### config.mk
export PLATFORM = sky130hd
export DESIGN_NAME = branch_resolve_stage
export DESIGN_NICKNAME = d
export VERILOG_FILES = /design/src/rtl/branch_resolve_stage.sv
export SDC_FILE = /design/constraint.sdc
export NUM_CORES = 1
export LEC_CHECK = 0
export CAP_MARGIN = 20
export CORE_MARGIN = 8
export CORE_UTILIZATION = 38
export CTS_CLUSTER_SIZE = 40
export DETAILED_ROUTE_END_ITERATION = 16
export PLACE_DENSITY = 0.83
export SYNTH_ARGS = -nofsm -noshare
export SYNTH_HDL_FRONTEND = slang
export SYNTH_SLANG_ARGS = --single-unit
### constraint.sdc
create_clock -name clk -period 2.8 [get_ports clk]
set_clock_uncertainty 0.2 [all_clocks]
set_input_delay 0.56 -clock clk [delete_from_list [all_inputs] [get_ports clk]]
set_output_delay 0.56 -clock clk [all_outputs]
set_load 0.005 [all_outputs]
### src/rtl/branch_resolve_stage.sv
// Execute-stage back end sitting after the ALU. It registers the ALU outcome,
// keeps the {carry, zero, sign} flag register and resolves branches. It emits
// one writeback/redirect record per accepted instruction. After a taken
// branch it drops the next FLUSH_SLOTS accepted wrong-path instructions.
//
// Handshake: a record moves on a rising edge only when valid and ready are
// both high on that edge. While out_valid is high and out_ready is low, every
// output holds steady. in_ready = !out_valid || out_ready, so the stage can
// dequeue the old record and load a new one on the same edge.
module branch_resolve_stage #(
    parameter int DATA_W      = 32,
    parameter int PC_W        = 32,
    parameter int FLUSH_SLOTS = 2
) (
    input  logic              clk,
    input  logic              rst,
    input  logic              in_valid,
    output logic              in_ready,
    input  logic [DATA_W-1:0] alu_result,
    input  logic              alu_zero,
    input  logic              alu_carry,
    input  logic              flag_we,
    input  logic [3:0]        branch_op,
    input  logic [PC_W-1:0]   pc_plus4,
    input  logic [PC_W-1:0]   branch_tgt,
    input  logic              wb_req,
    input  logic [4:0]        rd_in,
    output logic              out_valid,
    input  logic              out_ready,
    output logic              wb_en,
    output logic [4:0]        wb_rd,
    output logic [DATA_W-1:0] wb_data,
    output logic              redirect,
    output logic [PC_W-1:0]   next_pc,
    output logic [2:0]        flags
);

    localparam logic [3:0] OP_B    = 4'd1;
    localparam logic [3:0] OP_BR   = 4'd2;
    localparam logic [3:0] OP_BLTZ = 4'd3;
    localparam logic [3:0] OP_BZ   = 4'd4;
    localparam logic [3:0] OP_BNZ  = 4'd5;
    localparam logic [3:0] OP_BL   = 4'd6;
    localparam logic [3:0] OP_BCY  = 4'd7;
    localparam logic [3:0] OP_BNCY = 4'd8;

    localparam logic [2:0] FLUSH_INIT = 3'(FLUSH_SLOTS);
    localparam logic [4:0] LINK_REG   = 5'd31;

    // Number of accepted wrong-path slots still to be dropped.
    logic [2:0]        flush_cnt;
    logic              accept;
    logic              squash;
    logic              taken;
    logic [PC_W-1:0]   target;
    logic              wb_en_d;
    logic [4:0]        wb_rd_d;
    logic [DATA_W-1:0] wb_data_d;

    assign in_ready = !out_valid || out_ready;
    assign accept   = in_valid && in_ready;
    assign squash   = (flush_cnt != 3'd0);

    // Branch decision. bcy/bncy look at the carry flag as it was before this
    // instruction, even when the same instruction also writes the flags.
    always_comb begin
        taken  = 1'b0;
        target = branch_tgt;
        case (branch_op)
            OP_B:    taken = 1'b1;
            OP_BR: begin
                taken  = 1'b1;
                target = PC_W'(alu_result);
            end
            OP_BLTZ: taken = alu_result[DATA_W-1];
            OP_BZ:   taken = alu_zero;
            OP_BNZ:  taken = !alu_zero;
            OP_BL:   taken = 1'b1;
            OP_BCY:  taken = flags[2];
            OP_BNCY: taken = !flags[2];
            default: taken = 1'b0;
        endcase
    end

    // Writeback selection. bl links pc_plus4 into r31.
    always_comb begin
        wb_en_d   = wb_req;
        wb_rd_d   = rd_in;
        wb_data_d = alu_result;
        if (branch_op == OP_BL) begin
            wb_en_d   = 1'b1;
            wb_rd_d   = LINK_REG;
            wb_data_d = DATA_W'(pc_plus4);
        end
    end

    // Output record, flag register and squash counter.
    always_ff @(posedge clk or posedge rst) begin
        if (rst) begin
            out_valid <= 1'b0;
            wb_en     <= 1'b0;
            wb_rd     <= 5'd0;
            wb_data   <= '0;
            redirect  <= 1'b0;
            next_pc   <= '0;
            flags     <= 3'b000;
            flush_cnt <= 3'd0;
        end else if (accept) begin
            if (squash) begin
                flush_cnt <= flush_cnt - 3'd1;
                out_valid <= 1'b0;
            end else begin
                out_valid <= 1'b1;
                wb_en     <= wb_en_d;
                wb_rd     <= wb_rd_d;
                wb_data   <= wb_data_d;
                redirect  <= taken;
                next_pc   <= taken ? target : pc_plus4;
                if (flag_we) begin
                    flags <= {alu_carry, alu_zero, alu_result[DATA_W-1]};
                end
                flush_cnt <= taken ? FLUSH_INIT : 3'd0;
            end
        end else if (out_ready) begin
            out_valid <= 1'b0;
        end
    end

endmodule

==> results.py, run 1 <==
metrics = {
    "finish": {
        "drive_gt1_share_pct": 11.5,
        "multi_input_area_um2": 1990,
        "postLayoutCoreUtil_pct": 59.7,
        "antenna_cells": 0,
        "syn_to_final_growth_pct": 55.4,
        "nets": 687,
        "nFillCells": 920,
        "seqCellArea_um2": 1950,
        "final_common_cell": "clkdlybuf4s50_1",
        "mostFrequentLayoutCells": "188 x clkdlybuf4s50_1, 82 x nand2_1, 78 x dfrtp_1",
    },
    "critical_path": {
        "cp-start-kind": "input port",
        "reg2regPathDepth": 6,
        "critical_path_class": "in -> out",
        "crit_chain": "clkdlybuf4s50_1 -> nand2b_1 -> clkdlybuf4s50_1",
        "r2r_slack_ps": 750,
        "cp-end-kind": "output pin",
        "startpoint": "out_ready",
        "critical-path-max-stage-delay_ps": 570,
        "required_ps": 2040,
        "worst_ep_arrival_time_ps": 1840,
        "r2r_start": "flush_cnt[0]",
        "path_max_fanout": 5,
        "cp_common_cell": "clkdlybuf4s50_1",
        "cp_slowest_cell": "clkdlybuf4s50_1",
        "r2r_end": "wb_data[4]",
    },
    "detailed_routing": {
        "first_pass_iters": 4,
        "routed_wl_mm": 13.4,
        "num_vias": 3750,
        "avgRoutedWirePerCell_um": 18.7,
        "ant_nets": 0,
        "vias_per_cell": 5.24,
        "drt_iter0_drc": 228,
        "drc": 0,
    },
    "timing": {
        "fin_crit_ps": 2600,
        "worstMarginPinSlew_ps": 538,
        "finalCritPeriodShare_pct": 92.9,
        "setup_viol": 0,
        "setup_tns_ps": 0,
        "relSlewSlack_pct": 64.1,
        "slew_violations": 0,
        "max_freq_ghz": 0.385,
        "hold_viol": 0,
        "rsz0062_at_grt": "no",
    },
    "logic_synthesis": {
        "yosysSeqAreaShare_pct": 47.5,
        "synth_area_leader_cell": "dfrtp_1",
        "syn_area_per_cell_um2": 10.5,
        "syn_nets": 506,
        "synth_top_area_share_pct": 47.5,
        "netlist_top_cells_area": "dfrtp_1 48%, mux2i_1 16%, o221ai_2 9.9%, nand2_1 7.5%, o21ai_0 4.6%",
        "synth_area_um2": 4110,
        "ys_seq_elements": 78,
        "ys_types": 31,
        "ys_warn_count": 0,
        "syn_inst": 390,
    },
    "power": {
        "leakagePower_nw": 2.57,
        "vdd_drop_max_mv": 0.385,
        "power.density_nw_per_um2": 831,
    },
    "floorplanning": {
        "coreArea_um2": 10700,
        "die_w_um": 120,
        "dieArea_um2": 14400,
        "num_rows": 38,
        "io_pins": 189,
        "start_util_pct": 38.4,
        "fp.dieH_um": 120,
    },
    "placement": {
        "gp_congestion": 0.778,
        "dp_hpwl_mm": 9.97,
        "io_buffers": 188,
    },
    "global_routing": {
        "grtUsageTotal_pct": 18.5,
        "antenna_found_initial": 0,
        "use_met2_pct": 31.2,
        "grt_pass1_wl_mm": 21.7,
        "grt_pass1_vias": 4148,
        "grt_start_max_net_pins": 54,
        "grt-busiest-layer": "met2",
        "met1_usage_pct": 21.7,
        "gr-total-overflow": 0,
        "use_met3_pct": 5.97,
    },
    "clocking": {
        "ctsHtreeMaxLevel": 3,
        "numCtsBuffers": 9,
        "clock_latency_ps": 350,
        "cts-root-buf": "clkbuf_8",
        "clkTransAtPathRegs_ps": 80,
        "cts_tree": "built",
        "cts_hold_buf": 0,
        "cts-resized-gates": 0,
        "clockBufferDepth": 2,
        "postCtsSetupBuffers": 0,
        "clock-sinks": 78,
    },
    "outcome": {
        "status": "completed",
    },
    "min_path": {
        "hp-start": "wb_en",
        "min_path_type": "reg -> reg",
        "holdPathStages": 2,
        "hold_end": "wb_en",
    },
    "flow_run": {
        "drv_cap": 0,
    },
}
-- metrics by stage --
step	setup WS, ps	area [um2]	std cells	hold WS (ps)	power, mW
after global placement	196	6190	700	261	4.41
after floorplan	45.0	4110	390	263	2.98
after detailed placement	154	6190	700	260	4.51
after global routing	143	6380	715	304	5.67
final	200	6380	715	276	5.31
after CTS	211	6380	715	279	5.37
-- where the power goes --
group	switching (mW)	leakage, nW	internal, mW
registers	0.307	0.972	1.65
clock network	0.414	0.0952	0.429
logic	1.05	1.50	1.45
-- per-layer routing --
layer / share of wire [%] / vias up / wire length, um
met5: 0 / - / 0
met4: 1.6 / 0 / 214
met3: 7.5 / 18 / 997
met2: 49 / 135 / 6570
met1: 42 / 1826 / 5570
li1: - / 1771 / -
-- Yosys cell counts, drive strengths merged --
master and number:
nand2b 1, o22ai 1, a22oi 1, o21ai 38, clkbuf 15, nor2 3, dfrtp 78, inv 8
o31a 1, a31oi 1, mux2i 64, nor2b 1, nor3 1, nand2 82, buf 17, nor4b 1
nand3 33, mux2 4, nand4 1, a21o 2, and3 1, o221ai 31, ha 3, o211ai 1
o311ai 1
-- final cells by class --
class / count / area share [%]
timing repair buffer: 202 / 32.1
multi-input combinational: 272 / 31.1
sequential: 78 / 30.6
tap: 140 / 2.74
clock buffer: 11 / 2.21
clock inverter: 4 / 0.745
inverter: 8 / 0.490
-- how the worst max path moves through the flow --
stage	to	slack (ps)	depth (start not counted)
2_1_floorplan	flags[0]	40	1
3_3_place_gp	next_pc[28]	200	7
3_5_place_dp	next_pc[9]	150	7
4_1_cts	in_ready	210	3
5_1_grt	in_ready	140	3
6_report	in_ready	200	3
-- flip-flops by register name, summed over array words and instances (netlist names) --
register	cells
wb_en	1
wb_data	32
wb_rd	5
flags	3
flush_cnt	3
out_valid	1
redirect	1
next_pc	32
-- cell families after synthesis --
logic type | Yosys count | share of synthesized area, %
fa+ha+maj | 3 | 0.914
simple gates | 124 | 13.1
compound gates | 77 | 17.0
flops | 78 | 47.5
buf+inv | 40 | 4.84
mux | 68 | 16.7
-- critical path, delay by kind of cell --
family,cells,cell delay [ps]
buf+inv,2,1020
simple gates,1,260
(Power assumes the default switching activity.)
==> inputs of run 2 (changes only) <==
--- a/config.mk
+++ b/config.mk
@@ -6,11 +6,12 @@
 export NUM_CORES = 1
 export LEC_CHECK = 0
 export CAP_MARGIN = 20
+export CORE_ASPECT_RATIO = 0.9
 export CORE_MARGIN = 8
-export CORE_UTILIZATION = 38
+export CORE_UTILIZATION = 35
 export CTS_CLUSTER_SIZE = 40
 export DETAILED_ROUTE_END_ITERATION = 16
-export PLACE_DENSITY = 0.83
+export PLACE_DENSITY = 0.77
 export SYNTH_ARGS = -nofsm -noshare
 export SYNTH_HDL_FRONTEND = slang
 export SYNTH_SLANG_ARGS = --single-unit
==> run 2 against run 1 <==
Effect of this change: setup slack better by 170 ps; via count fell by 0.24%; global-route usage decreased by 0.47 points; utilization fell by 2.1 points; register-to-register slack improved by 120 ps; die area is 7.4% higher; final area is 3.1% higher; clock power is 51% higher; critical path type unchanged; largest cell class unchanged; largest power group unchanged.
==> results.py, run 2 (synthesized netlist as in run 1, its figures left out) <==
metrics = {
    "outcome": {
        "status": "completed",
    },
    "clocking": {
        "cts_hold_buf": 0,
        "cts_tree": "built",
        "clock_latency_ps": 330,
        "cts-root-buf": "clkbuf_16",
        "numCtsBuffers": 9,
        "clkTransAtPathRegs_ps": 60,
        "cts-resized-gates": 0,
        "postCtsSetupBuffers": 0,
        "ctsHtreeMaxLevel": 3,
        "clock-sinks": 78,
        "clockBufferDepth": 2,
    },
    "timing": {
        "max_freq_ghz": 0.412,
        "slew_violations": 0,
        "fin_crit_ps": 2430,
        "setup_tns_ps": 0,
        "relSlewSlack_pct": 64.2,
        "setup_viol": 0,
        "worstMarginPinSlew_ps": 536,
        "hold_viol": 0,
        "rsz0062_at_grt": "no",
        "finalCritPeriodShare_pct": 86.7,
    },
    "global_routing": {
        "grtUsageTotal_pct": 18.0,
        "grt_pass1_wl_mm": 22.1,
        "grt_pass1_vias": 4025,
        "antenna_found_initial": 0,
        "gr-total-overflow": 0,
        "grt_start_max_net_pins": 78,
    },
    "placement": {
        "gp_congestion": 0.768,
        "io_buffers": 188,
        "dp.cells": 717,
        "dp_hpwl_mm": 10.4,
    },
    "floorplanning": {
        "fp.dieH_um": 119,
        "dieArea_um2": 15500,
        "coreArea_um2": 11400,
        "start_util_pct": 35.9,
        "num_rows": 37,
        "die_w_um": 130,
        "io_pins": 189,
    },
    "finish": {
        "nets": 688,
        "syn_to_final_growth_pct": 60.2,
        "antenna_cells": 0,
        "reg.largest.list": "next_pc (32), wb_data (32), wb_rd (5)",
        "mostFrequentLayoutCells": "188 x clkdlybuf4s50_1, 82 x nand2_1, 78 x dfrtp_1",
        "layout.cells.non_filler": 732,
        "final_common_cell": "clkdlybuf4s50_1",
        "drive_gt1_share_pct": 11.8,
    },
    "power": {
        "vdd_drop_max_mv": 0.355,
        "finalPower_mw": 5.79,
        "leakagePower_nw": 2.66,
        "power.density_nw_per_um2": 879,
    },
    "detailed_routing": {
        "num_vias": 3741,
        "ant_nets": 0,
        "drc": 0,
        "avgRoutedWirePerCell_um": 19.0,
        "vias_per_cell": 5.11,
        "drt_iter0_drc": 247,
        "routed_wl_mm": 13.9,
        "first_pass_iters": 4,
    },
    "critical_path": {
        "path_max_fanout": 2,
        "critical_path_class": "in -> out",
        "cp-start-kind": "input port",
        "cp-end-kind": "output pin",
        "worst_ep_arrival_time_ps": 1670,
        "required_ps": 2040,
    },
    "flow_run": {
        "drv_cap": 0,
    },
    "min_path": {
        "min_path_type": "reg -> reg",
    },
}
[run 2: area by class of cell]
cell class              instances  area [um2]
clock buffers                  11         253
clock inverters                 4        70.1
fillers                       987        4850
inverters                       8        31.3
multi-input cells             272        1990
flip-flops and latches         78        1950
well taps                     156         195
repair buffers                203        2090
[run 2: layer usage]
layer	vias to the layer above	global-route usage (%)	wire [um]
met3	11	4.81	1020
li1	1778	-	-
met4	0	6.60	186
met2	116	30.6	7090
met5	-	0	0
met1	1836	21.2	5590
[run 2: per-stage QoR]
stage	hold slack, ps	setup slack [ps]	utilization [%]	instance area (um2)
after global routing	299	355	57.6	6580
after detailed placement	265	221	54.7	6260
after floorplan	263	45.0	-	4110
final	271	372	57.6	6580
after global placement	251	316	54.7	6260
after CTS	279	354	57.6	6580
[run 2: power by group]
part           internal [mW]  switching (mW)  leakage, nW
Sequential              1.66           0.299        0.972
Clock                  0.821           0.444        0.161
Combinational           1.49            1.08         1.52
[run 2: final timing paths]
| check | startpoint | endpoint | slack (ps) | cells after the start |
|---|---|---|---|---|
| setup / recovery | out_ready | in_ready | 370 | 3 |
| hold / removal | wb_rd[3] | wb_rd[3] | 270 | 2 |
| setup reg to reg | flush_cnt[0] | next_pc[4] | 870 | 7 |
| hold reg to reg | wb_rd[3] | wb_rd[3] | 270 | 2 |
| max in group asynchronous | rst | wb_data[31] | 1350 | 3 |
| min in group asynchronous | rst | wb_data[18] | 380 | 2 |
[run 2: critical path, stage by stage]
cell and delay (ps):
clkdlybuf4s50_1 450, nand2b_1 130, clkdlybuf4s50_1 520
